## src/rtl/turn_controller.sv

```systemverilog
// rtl/turn_controller.sv - chess clock turn sequencer: timer enables, per-move bonus pulses, pause and result latch
// Every output is registered from the next-state logic, so a qualifying input at one edge shows up right after it.

module turn_controller #(
  parameter int INC_SEC  = 5,
  parameter int DEBOUNCE = 16,
  parameter int PLY_W    = 10
) (
  input  logic             i_clk,
  input  logic             i_clr,
  input  logic             i_ce,
  input  logic             i_start,
  input  logic             i_select,
  input  logic             i_stop,
  input  logic             i_overflow1,
  input  logic             i_overflow2,
  output logic             o_enable_p1,
  output logic             o_enable_p2,
  output logic             o_load,
  output logic             o_bonus_p1,
  output logic             o_bonus_p2,
  output logic             o_paused,
  output logic             o_end,
  output logic [1:0]       o_winner,
  output logic [PLY_W-1:0] o_ply
);

  localparam int              DB_W     = (DEBOUNCE > 1) ? $clog2(DEBOUNCE) : 1;
  localparam logic [DB_W-1:0] DB_LOAD  = DB_W'(DEBOUNCE - 1);
  localparam logic [5:0]      INC_LOAD = 6'(INC_SEC);

  typedef enum logic [2:0] {
    S_IDLE,
    S_RUN_P1,
    S_RUN_P2,
    S_BONUS,
    S_PAUSED,
    S_GAME_OVER
  } state_t;

  state_t           r_state, w_state_nxt;
  logic             r_start_d, r_select_d, r_stop_d;
  logic [DB_W-1:0]  r_db_cnt, w_db_cnt_nxt, w_db_dec;
  logic [5:0]       r_bonus_cnt, w_bonus_cnt_nxt;
  logic             r_mover_p2, w_mover_p2_nxt;
  logic             r_resume_p2, w_resume_p2_nxt;

  logic             r_enable_p1, r_enable_p2, r_load, r_bonus_p1, r_bonus_p2, r_paused, r_end;
  logic [1:0]       r_winner;
  logic [PLY_W-1:0] r_ply;

  logic             w_enable_p1_nxt, w_enable_p2_nxt, w_load_nxt, w_bonus_p1_nxt, w_bonus_p2_nxt;
  logic             w_paused_nxt, w_end_nxt;
  logic [1:0]       w_winner_nxt;
  logic [PLY_W-1:0] w_ply_nxt;

  logic w_start_edge, w_select_edge, w_stop_edge, w_overflow, w_select_ok, w_in_game;

  assign w_start_edge  = i_start & ~r_start_d;
  assign w_select_edge = i_select & ~r_select_d;
  assign w_stop_edge   = i_stop & ~r_stop_d;
  assign w_overflow    = i_overflow1 | i_overflow2;
  assign w_select_ok   = w_select_edge && (r_db_cnt == '0);
  assign w_db_dec      = (r_db_cnt != '0) ? r_db_cnt - 1'b1 : '0;
  assign w_in_game     = r_state inside {S_RUN_P1, S_RUN_P2, S_BONUS, S_PAUSED};

  always_comb begin
    w_state_nxt     = r_state;
    w_db_cnt_nxt    = w_db_dec;
    w_bonus_cnt_nxt = r_bonus_cnt;
    w_mover_p2_nxt  = r_mover_p2;
    w_resume_p2_nxt = r_resume_p2;
    w_load_nxt      = 1'b0;
    w_bonus_p1_nxt  = 1'b0;
    w_bonus_p2_nxt  = 1'b0;
    w_paused_nxt    = r_paused;
    w_end_nxt       = r_end;
    w_winner_nxt    = r_winner;
    w_ply_nxt       = r_ply;
    w_enable_p1_nxt = 1'b0;
    w_enable_p2_nxt = 1'b0;

    case (r_state)
      S_IDLE, S_GAME_OVER: begin
        if (w_start_edge) begin
          w_state_nxt  = S_RUN_P1;
          w_load_nxt   = 1'b1;
          w_ply_nxt    = '0;
          w_end_nxt    = 1'b0;
          w_winner_nxt = 2'b00;
        end
      end
      S_RUN_P1, S_RUN_P2: begin
        if (w_stop_edge) begin
          w_state_nxt     = S_PAUSED;
          w_paused_nxt    = 1'b1;
          w_resume_p2_nxt = (r_state == S_RUN_P2);
        end else if (w_select_ok) begin
          w_ply_nxt    = (&r_ply) ? r_ply : r_ply + 1'b1;
          w_db_cnt_nxt = DB_LOAD;
          if (INC_SEC > 0) begin
            w_state_nxt     = S_BONUS;
            w_bonus_cnt_nxt = INC_LOAD;
            w_mover_p2_nxt  = (r_state == S_RUN_P2);
            w_bonus_p1_nxt  = (r_state == S_RUN_P1);
            w_bonus_p2_nxt  = (r_state == S_RUN_P2);
          end else begin
            w_state_nxt = (r_state == S_RUN_P1) ? S_RUN_P2 : S_RUN_P1;
          end
        end
      end
      S_BONUS: begin
        // The counter holds pulses not yet retired; the first pulse went out on entry.
        if (r_bonus_cnt > 6'd1) begin
          w_bonus_cnt_nxt = r_bonus_cnt - 6'd1;
          w_bonus_p1_nxt  = ~r_mover_p2;
          w_bonus_p2_nxt  = r_mover_p2;
        end else begin
          w_bonus_cnt_nxt = 6'd0;
          w_state_nxt     = r_mover_p2 ? S_RUN_P1 : S_RUN_P2;
        end
      end
      S_PAUSED: begin
        if (w_stop_edge) begin
          w_paused_nxt = 1'b0;
          w_state_nxt  = r_resume_p2 ? S_RUN_P2 : S_RUN_P1;
        end
      end
      default: w_state_nxt = S_IDLE;
    endcase

    if (w_in_game && w_overflow) begin
      w_state_nxt     = S_GAME_OVER;
      w_end_nxt       = 1'b1;
      w_winner_nxt    = {i_overflow1, i_overflow2};
      w_paused_nxt    = 1'b0;
      w_bonus_cnt_nxt = 6'd0;
      w_bonus_p1_nxt  = 1'b0;
      w_bonus_p2_nxt  = 1'b0;
      w_ply_nxt       = r_ply;
      w_db_cnt_nxt    = w_db_dec;
    end

    // Timers stay stopped during the LOAD cycle so they start from the freshly loaded time.
    w_enable_p1_nxt = (w_state_nxt == S_RUN_P1) && !w_load_nxt;
    w_enable_p2_nxt = (w_state_nxt == S_RUN_P2) && !w_load_nxt;
  end

  always_ff @(posedge i_clk) begin
    if (i_clr) begin
      r_state     <= S_IDLE;
      r_start_d   <= 1'b0;
      r_select_d  <= 1'b0;
      r_stop_d    <= 1'b0;
      r_db_cnt    <= '0;
      r_bonus_cnt <= 6'd0;
      r_mover_p2  <= 1'b0;
      r_resume_p2 <= 1'b0;
      r_enable_p1 <= 1'b0;
      r_enable_p2 <= 1'b0;
      r_load      <= 1'b0;
      r_bonus_p1  <= 1'b0;
      r_bonus_p2  <= 1'b0;
      r_paused    <= 1'b0;
      r_end       <= 1'b0;
      r_winner    <= 2'b00;
      r_ply       <= '0;
    end else if (!i_ce) begin
      r_enable_p1 <= 1'b0;
      r_enable_p2 <= 1'b0;
      r_load      <= 1'b0;
      r_bonus_p1  <= 1'b0;
      r_bonus_p2  <= 1'b0;
    end else begin
      r_state     <= w_state_nxt;
      r_start_d   <= i_start;
      r_select_d  <= i_select;
      r_stop_d    <= i_stop;
      r_db_cnt    <= w_db_cnt_nxt;
      r_bonus_cnt <= w_bonus_cnt_nxt;
      r_mover_p2  <= w_mover_p2_nxt;
      r_resume_p2 <= w_resume_p2_nxt;
      r_enable_p1 <= w_enable_p1_nxt;
      r_enable_p2 <= w_enable_p2_nxt;
      r_load      <= w_load_nxt;
      r_bonus_p1  <= w_bonus_p1_nxt;
      r_bonus_p2  <= w_bonus_p2_nxt;
      r_paused    <= w_paused_nxt;
      r_end       <= w_end_nxt;
      r_winner    <= w_winner_nxt;
      r_ply       <= w_ply_nxt;
    end
  end

  assign o_enable_p1 = r_enable_p1;
  assign o_enable_p2 = r_enable_p2;
  assign o_load      = r_load;
  assign o_bonus_p1  = r_bonus_p1;
  assign o_bonus_p2  = r_bonus_p2;
  assign o_paused    = r_paused;
  assign o_end       = r_end;
  assign o_winner    = r_winner;
  assign o_ply       = r_ply;

endmodule

```

## config.mk

```make
export PLATFORM = sky130hd
export DESIGN_NAME = turn_controller
export DESIGN_NICKNAME = d
export VERILOG_FILES = /design/src/rtl/turn_controller.sv
export SDC_FILE = /design/constraint.sdc
export NUM_CORES = 1
export LEC_CHECK = 0
export ABC_AREA = 1
export BUFFER_PORTS_ARGS = -buffer_cell sky130_fd_sc_hd__buf_2
export CAP_MARGIN = 25
export CORE_UTILIZATION = 50
export CTS_CLUSTER_DIAMETER = 60
export CTS_CLUSTER_SIZE = 12
export DETAILED_ROUTE_END_ITERATION = 16
export MAX_ROUTING_LAYER = met4
export PLACE_DENSITY = 0.7
export SYNTH_ARGS = -nofsm -noshare
export SYNTH_HDL_FRONTEND = slang
export SYNTH_SLANG_ARGS = --single-unit
```

## constraint.sdc

```tcl
create_clock -name i_clk -period 1.7 [get_ports i_clk]
set_input_delay 0.34 -clock i_clk [delete_from_list [all_inputs] [get_ports i_clk]]
set_output_delay 0.34 -clock i_clk [all_outputs]
set_load 0.005 [all_outputs]
```

# Word level (Yosys, flattened, before mapping)
# Cells that the tools add are included.
[word_totals] output_inout_bits=19 reg_bits=37 elab_cells=116 inputBits=8
[classes] n_eq_ne=15 n_bitwise=11 muxes=44 addsub=3 n_reduce_logical=25 order_cmp=1
[ops] cell="$mux W10" count=4
[ops] cell="$mux W6" count=4
[ops] cell="$mux W4" count=5
[ops] cell="$pmux W10 S2" count=1
[ops] cell="$mux W3" count=6
[ops] cell="$mux W1" count=14
[ops] cell="$pmux W3 S4" count=1
[ops] cell="$pmux W6 S2" count=1
[ops] cell="$reduce_and A4 Y1" count=3
[ops] cell="$add A10 B1 Y10 const B" count=1
[ops] cell="$mux W2" count=5
[ops] cell="$reduce_and A10 Y1" count=1
[ops] cell="$eq A3 B2 Y1 const B" count=3
[ops] cell="$ne A3 B3 Y1 const B" count=3
[ops] cell="$ne A2 B2 Y1 const B" count=4
[ops] cell="$reduce_bool A4 Y1" count=2
[ops] cell="$not A1 Y1" count=7
[ops] cell="$reduce_and A7 Y1" count=1
[ops] cell="$eq A3 B1 Y1 const B" count=2
[ops] cell="$eq A3 B3 Y1 const B" count=2
[ops] cell="$gt A6 B1 Y1 const B" count=1
[ops] cell="$pmux W1 S2" count=3
[ops] cell="$reduce_and A3 Y1" count=2
[ops] cell="$reduce_bool A2 Y1" count=3
[ops] cell="other kinds (12)" count=20

# Depth between registers and ports, before layout
# Gate-level depths: netlist of run 1.
[depth] ltp_word=9 ltp_mapped=11 ltp_nobuf=11

# Worst setup path before layout of run 1
# OpenSTA, ideal clock, no wires.
[synth_path] kind="register to register" from="register r_ply[0], in the netlist o_ply[0]" to="register r_ply[1], in the netlist o_ply[1]" setup_time_ns=0.115 arrival_ns=1.298 setup_slack_ns=0.287 required_time_ns=1.585 synth_period_minus_slack_ns=1.413 path_buffers=1 path_stages_with_launch=10 path_cell_list="dfxtp_1 ha_1 nand2_1 nor2_1 nand2_1 nor2_1 nor2_2 buf_6 a21oi_1 nor2_1"
[synth_between] elab_chain_cells=5 elab_cells_between_ends=8 classes_between="1 x add/sub; 1 x eq/ne; 4 x mux; 2 x reduce/logical"
[synth_rtl] element="from (decl)" line="50" text="logic [PLY_W-1:0] r_ply;"
[synth_rtl] element="from (signal assigned)" line="191" text="r_ply <= w_ply_nxt;"
[synth_rtl] element="$add A10 B1 Y10" line="99" text="w_ply_nxt = (&r_ply) ? r_ply : r_ply + 1'b1;"
[synth_rtl] element="$mux W10" line="99"
[synth_rtl] element="$mux W10" line="98" text="end else if (w_select_ok) begin"
[synth_rtl] element="$mux W10" line="94" text="if (w_stop_edge) begin"
[synth_rtl] element="$pmux W10 S2" line="83" text="case (r_state)"
# Several ways; a longest one is shown, not always the timed one. The select of a mux whose other input is x is not followed.
# A chain may end at the register's enable or synchronous reset.

# Final worst setup path of run 1
[layout_path] from="register r_bonus_cnt[0]" to="register r_bonus_cnt[3]"
[layout_between] elab_chain_cells=4 elab_cells_between_ends=5 classes_between="1 x add/sub; 1 x order compare; 3 x mux"
[layout_rtl] element="from (decl)" line="44" text="logic [5:0] r_bonus_cnt, w_bonus_cnt_nxt;"
[layout_rtl] element="from (signal assigned)" line="180" text="r_bonus_cnt <= w_bonus_cnt_nxt;"
[layout_rtl] element="$sub A6 B1 Y6 or $gt A6 B1 Y1 (tied branches)" line="115, 114"
[layout_rtl] element="$mux W6 *" line="114" text="if (r_bonus_cnt > 6'd1) begin"
[layout_rtl] element="$pmux W6 S2 *" line="83"
[layout_rtl] element="$mux W6 *" line="132" text="if (w_in_game && w_overflow) begin"
# Mark *: on every way between the ends. The rest lies on a longest branch, timed or not.

==> out/qor.csv, run 1 <==
metric,value,unit
status,"complete, no violations",
via_count,2277,
synth_cell_types,35,
first_pass_iters,7,
hold_class,in -> reg,
post_cts_buffers,0,
hold_viol,0,
initial_core_util,53.57,%
fin_crit,1.573,ns
syn_to_final_growth,19.81,%
n_antenna_cell,0,
ir_worst_vdd,511.2,µV
clock-sinks,37,
final-setup-viol-count,0,
port_buffers,26,
antenna_found_initial,0,
hold_ws,0.2881,ns
min_period_over_period,92.54,%
syn_area,2205,µm²
power.total,2.315,mW
std_cell_rows,23,
core,4115,µm²
die_w,68.40,µm
grt_max_degree,21,
crit_path_cell_trace,inv_1 > ha_1 > inv_1 > nand2_1 > nand3_2 > nand2_1 > inv_1 > nand3_1 > nand3_1 > nand2_1 > a21oi_1,
critical_path_arrival,1.79,ns
grt_pass1_vias,1895,
post-route-util,64.18,%
fin_area,2641,µm²
path_max_fanout,6,
drt-total-wl,5521,µm
insertion_delay,0.29,ns
slew_violations,0,
cts_made_buffers,5,
clockBufferDepth,2,
htreeDepth,2,
cp-start-kind,flop,
cp-end-kind,flop,
dpl.hpwl,4065,µm
dieHeight,68.40,µm
drt-initial-drc-count,201,
grt_use_total,26.48,%
place.gp.congestion,0.9542,
layout.cells.non_filler,434,
final.setup.tns,0,ns
syn_nets,348,
worst-endpoint-required,1.92,ns
io-pin-count,27,
viasPerCell,5.247,
placed_cells,426,
setup_slack,0.1269,ns
critical_path_class,reg -> reg,
place_area,2502,µm²
clock-skew-final,0.007747,ns
r2r_slack,0.13,ns
grt_setup_unrepaired,true,
ys_seq_area_share,33.60,%
grt_pass1_wl,8866,µm
crit_buf_inv,3,
nets,394,
worstMarginPinSlew,0.4392,ns
pre_cts_ws,0.09281,ns
critical-path-top-delay-family,simple AND/OR/NAND/NOR gates,
fmax,635.7,MHz
cap_violations,0,
path_clk_slew,0.07,ns
synthCells,337,
avgRoutedWirePerCell,12.72,µm
cellPowerDensity,876.3,nW/µm²
slew_headroom,70.69,%
grt_overflow,0,
drc,0,
cts_tree,built,
ant_nets,0,
avgSynthCellArea,6.542,µm²
critical_path.slowest_cell,dfxtp_1,
cts_root_buf,clkbuf_8,
ys_ff_latch,37,
dieArea,4679,µm²
p_leak,1.238,nW
drive_gt1_share,22.66,%
yosys_warnings,0,
slowest_delay,0.36,ns
repair_timing:
action,in CTS,in global routing
gates resized for setup,0,8
endpoints found under the setup margin,0,17
hold buffers,0,0
final cells by class:
type                            count  area [µm²]
Fill cell                         405        1474
Multi-Input combinational cell    250        1271
Sequential cell                    37       745.7
Timing Repair Buffer               47       287.8
Inverter                           42       157.7
Clock buffer                        7       86.33
Tap cell                           50       62.56
Clock inverter                      1       30.03
cell families (layout without fill, tap and decap cells):
logic type      count (synthesis)  in the layout  share of synthesized area [%]
flops                          37             37                          33.60
simple gates                  190            190                          40.47
xor+xnor                        4              4                          1.589
buf+inv                        50             97                          9.534
fa+ha+maj                       3              3                          1.703
compound gates                 53             53                          13.11
power by group:
group,switching [mW],total (mW),internal [mW]
Clock,0.311,0.790,0.478
Combinational,0.360,0.563,0.202
Sequential,0.0462,0.962,0.916
sequential cells by signal, summed over array words and instances (netlist names), 2 cells and up:
register / flops
o_winner: 2
r_state: 3
o_ply: 10
r_db_cnt: 4
r_bonus_cnt: 6
synthesized netlist by cell type (all sizes together):
library cell	n	share of area, %
a21boi	1	0.34
inv	41	7.0
clkbuf	4	0.68
nand3	39	11
buf	4	1.7
clkinv	1	0.17
o21bai	1	0.34
xnor2	1	0.40
nand4	3	0.85
a31oi	2	0.57
a211oi	1	0.34
o31ai	2	0.68
xor2	3	1.2
o22ai	1	0.28
o21ai	17	4.0
ha	3	1.7
nor2	50	9.5
a21oi	28	6.5
nor3	8	2.3
nand2	89	17
dfxtp	37	34
or2	1	0.28
worst reg2reg max path: cells and delay by family (launching register included):
| kind | cells | cell delay [ns] |
|---|---|---|
| AOI/OAI and AO/OA | 1 | 0.12 |
| adders and majority gates | 1 | 0.23 |
| DFF | 1 | 0.36 |
| and+or+nand+nor | 6 | 0.50 |
| buffers and inverters | 3 | 0.29 |
final timing paths:
check | startpoint | endpoint | depth (start not counted)
setup / recovery | r_bonus_cnt[0] | r_bonus_cnt[3] | 11
hold reg to reg | r_stop_d | r_stop_d | 2
hold / removal | i_clr | r_bonus_cnt[5] | 2
setup reg to reg | r_bonus_cnt[0] | r_bonus_cnt[3] | 11
routing by layer:
| metal | vias to the layer above | wire [µm] | track usage (%) | part of all wire [%] |
|---|---|---|---|---|
| met5 | - | 0 | - | 0 |
| met4 | 0 | 59 | 10.42 | 1.1 |
| met3 | 6 | 376 | 6.000 | 6.8 |
| met2 | 94 | 2290 | 36.76 | 41 |
| met1 | 1001 | 2795 | 36.57 | 51 |
| li1 | 1176 | - | - | - |
cells in the final DEF, fill, tap and decap left out, types with 2 or more instances in the layout:
master	n
a21oi_1	27
a31oi_1	2
buf_2	26
buf_4	21
clkbuf_8	6
dfxtp_1	33
dfxtp_2	4
ha_1	3
inv_1	36
inv_2	5
nand2_1	80
nand2_2	5
nand2_4	4
nand3_1	33
nand3_2	4
nand3_4	2
nand4_1	3
nor2_1	46
nor2_2	3
nor3_1	6
o21ai_0	16
o31ai_1	2
xor2_1	3
Note: power is estimated with default switching activity, not from simulation.
==> run 2: changes to the inputs <==
--- a/config.mk
+++ b/config.mk
@@ -8,12 +8,12 @@
 export ABC_AREA = 1
 export BUFFER_PORTS_ARGS = -buffer_cell sky130_fd_sc_hd__buf_2
 export CAP_MARGIN = 25
-export CORE_UTILIZATION = 50
+export CORE_UTILIZATION = 58
 export CTS_CLUSTER_DIAMETER = 60
 export CTS_CLUSTER_SIZE = 12
 export DETAILED_ROUTE_END_ITERATION = 16
 export MAX_ROUTING_LAYER = met4
-export PLACE_DENSITY = 0.7
+export PLACE_DENSITY = 0.8
 export SYNTH_ARGS = -nofsm -noshare
 export SYNTH_HDL_FRONTEND = slang
 export SYNTH_SLANG_ARGS = --single-unit
==> out/qor.csv, run 2 (same netlist as run 1, synthesis figures left out) <==
metric,value,unit
status,"complete, no violations",
cts_tree,built,
worstMarginPinSlew,0.4270,ns
crit_path_end,o_ply[1],
worst-endpoint-required,1.90,ns
first_pass_iters,4,
cts_root_buf,clkbuf_8,
die_w,63.65,µm
cts_hold_buf,0,
final_common_cell,nand2_1,
crit_start,r_state[0],
p_leak,1.252,nW
min_period_over_period,93.10,%
final.setup.tns,0,ns
clock-sinks,37,
final-setup-viol-count,0,
avgRoutedWirePerCell,12.82,µm
timing.rr.start,r_state[0],
grt_use_total,29.91,%
drt-total-wl,5575,µm
port_buffers,26,
cellPowerDensity,846.9,nW/µm²
htreeDepth,2,
antenna_found_initial,0,
grt_pass1_wl,9273,µm
grt_max_degree,21,
via_count,2322,
pre_cts_ws,0.1025,ns
cap_violations,0,
critical_path_arrival,1.78,ns
grt_pass1_vias,2078,
nets,397,
path_max_fanout,7,
hold_viol,0,
timing.rr.end,o_ply[1],
ctsResizeCount,0,
post_cts_buffers,0,
fin_crit,1.583,ns
ir_worst_vdd,756.5,µV
clockBufferDepth,2,
slew_violations,0,
path_clk_slew,0.08,ns
initial_core_util,60.22,%
cp-start-kind,flop,
cp-end-kind,flop,
drt-initial-drc-count,180,
place.gp.congestion,0.9723,
ant_nets,0,
cts_made_buffers,5,
core,3661,µm²
largest_reg_flops,10,
dieHeight,63.65,µm
hold_class,in -> reg,
syn_to_final_growth,20.37,%
rr_worst_depth,10,
fmax,631.8,MHz
drc,0,
insertion_delay,0.30,ns
critical_path_class,reg -> reg,
clock-skew-final,0.01179,ns
n_antenna_cell,0,
setup_slack,0.1173,ns
grt_overflow,0,
io-pin-count,27,
place_area,2522,µm²
fin_area,2654,µm²
dpl.hpwl,4053,µm
layout_common_cells,"nand2_1, nor2_1, inv_1",
slew_headroom,71.50,%
r2r_slack,0.12,ns
std_cell_rows,22,
viasPerCell,5.338,
dieArea,4051,µm²
drive_gt1_share,23.77,%
run 2: worst min-delay path by stage:
stage | from | end | slack [ns] | depth (start not counted)
after floorplan | r_stop_d | r_stop_d | 0.43 | 2
after global placement | r_stop_d | r_stop_d | 0.44 | 2
after detailed placement | r_stop_d | r_stop_d | 0.46 | 2
after CTS | i_overflow1 | o_winner[1] | 0.30 | 3
after global routing | i_overflow2 | o_winner[0] | 0.31 | 3
final | i_start | r_start_d | 0.30 | 3
run 2: cell type report:
| type | instances | area [µm²] |
|---|---|---|
| multi-input cells | 250 | 1279 |
| fillers | 302 | 1007 |
| flip-flops and latches | 37 | 745.7 |
| repair buffers | 50 | 310.3 |
| inverters | 42 | 157.7 |
| clock buffers | 7 | 96.34 |
| well taps | 48 | 60.06 |
| clock inverters | 1 | 5.005 |
run 2: report_power, final:
| group | switching (mW) | internal (mW) | leakage [nW] |
|---|---|---|---|
| clock | 0.324 | 0.367 | 0.0542 |
| sequential | 0.0428 | 0.916 | 0.303 |
| combinational | 0.370 | 0.228 | 0.894 |
run 2: critical path, stage by stage, from the launching register on:
cell and delay (ns):
dfxtp_2 0.38, buf_4 0.15, o21ai_2 0.19, nand2_2 0.07, nand2_2 0.12, nand2_4 0.09, nor2_8 0.15, buf_4 0.15
nand3_1 0.06, nand2_1 0.07, nor2_1 0.05
run 2: metal layers:
layer	share of wire, %	global-route usage (%)
met3	6.5	6.703
met4	2.1	11.08
met5	0	-
met1	45	38.69
met2	46	45.21
run 2: metrics by stage:
| step | util (%) | hold WS [ns] | instances | total power [mW] |
|---|---|---|---|---|
| after global placement | 68.90 | 0.4425 | 427 | 1.540 |
| after detailed placement | 68.90 | 0.4607 | 427 | 1.551 |
| after CTS | 71.67 | 0.3015 | 435 | 2.240 |
| after floorplan | - | 0.4336 | 337 | 1.368 |
| after global routing | 72.49 | 0.3124 | 435 | 2.363 |
| final | 72.49 | 0.3029 | 435 | 2.248 |
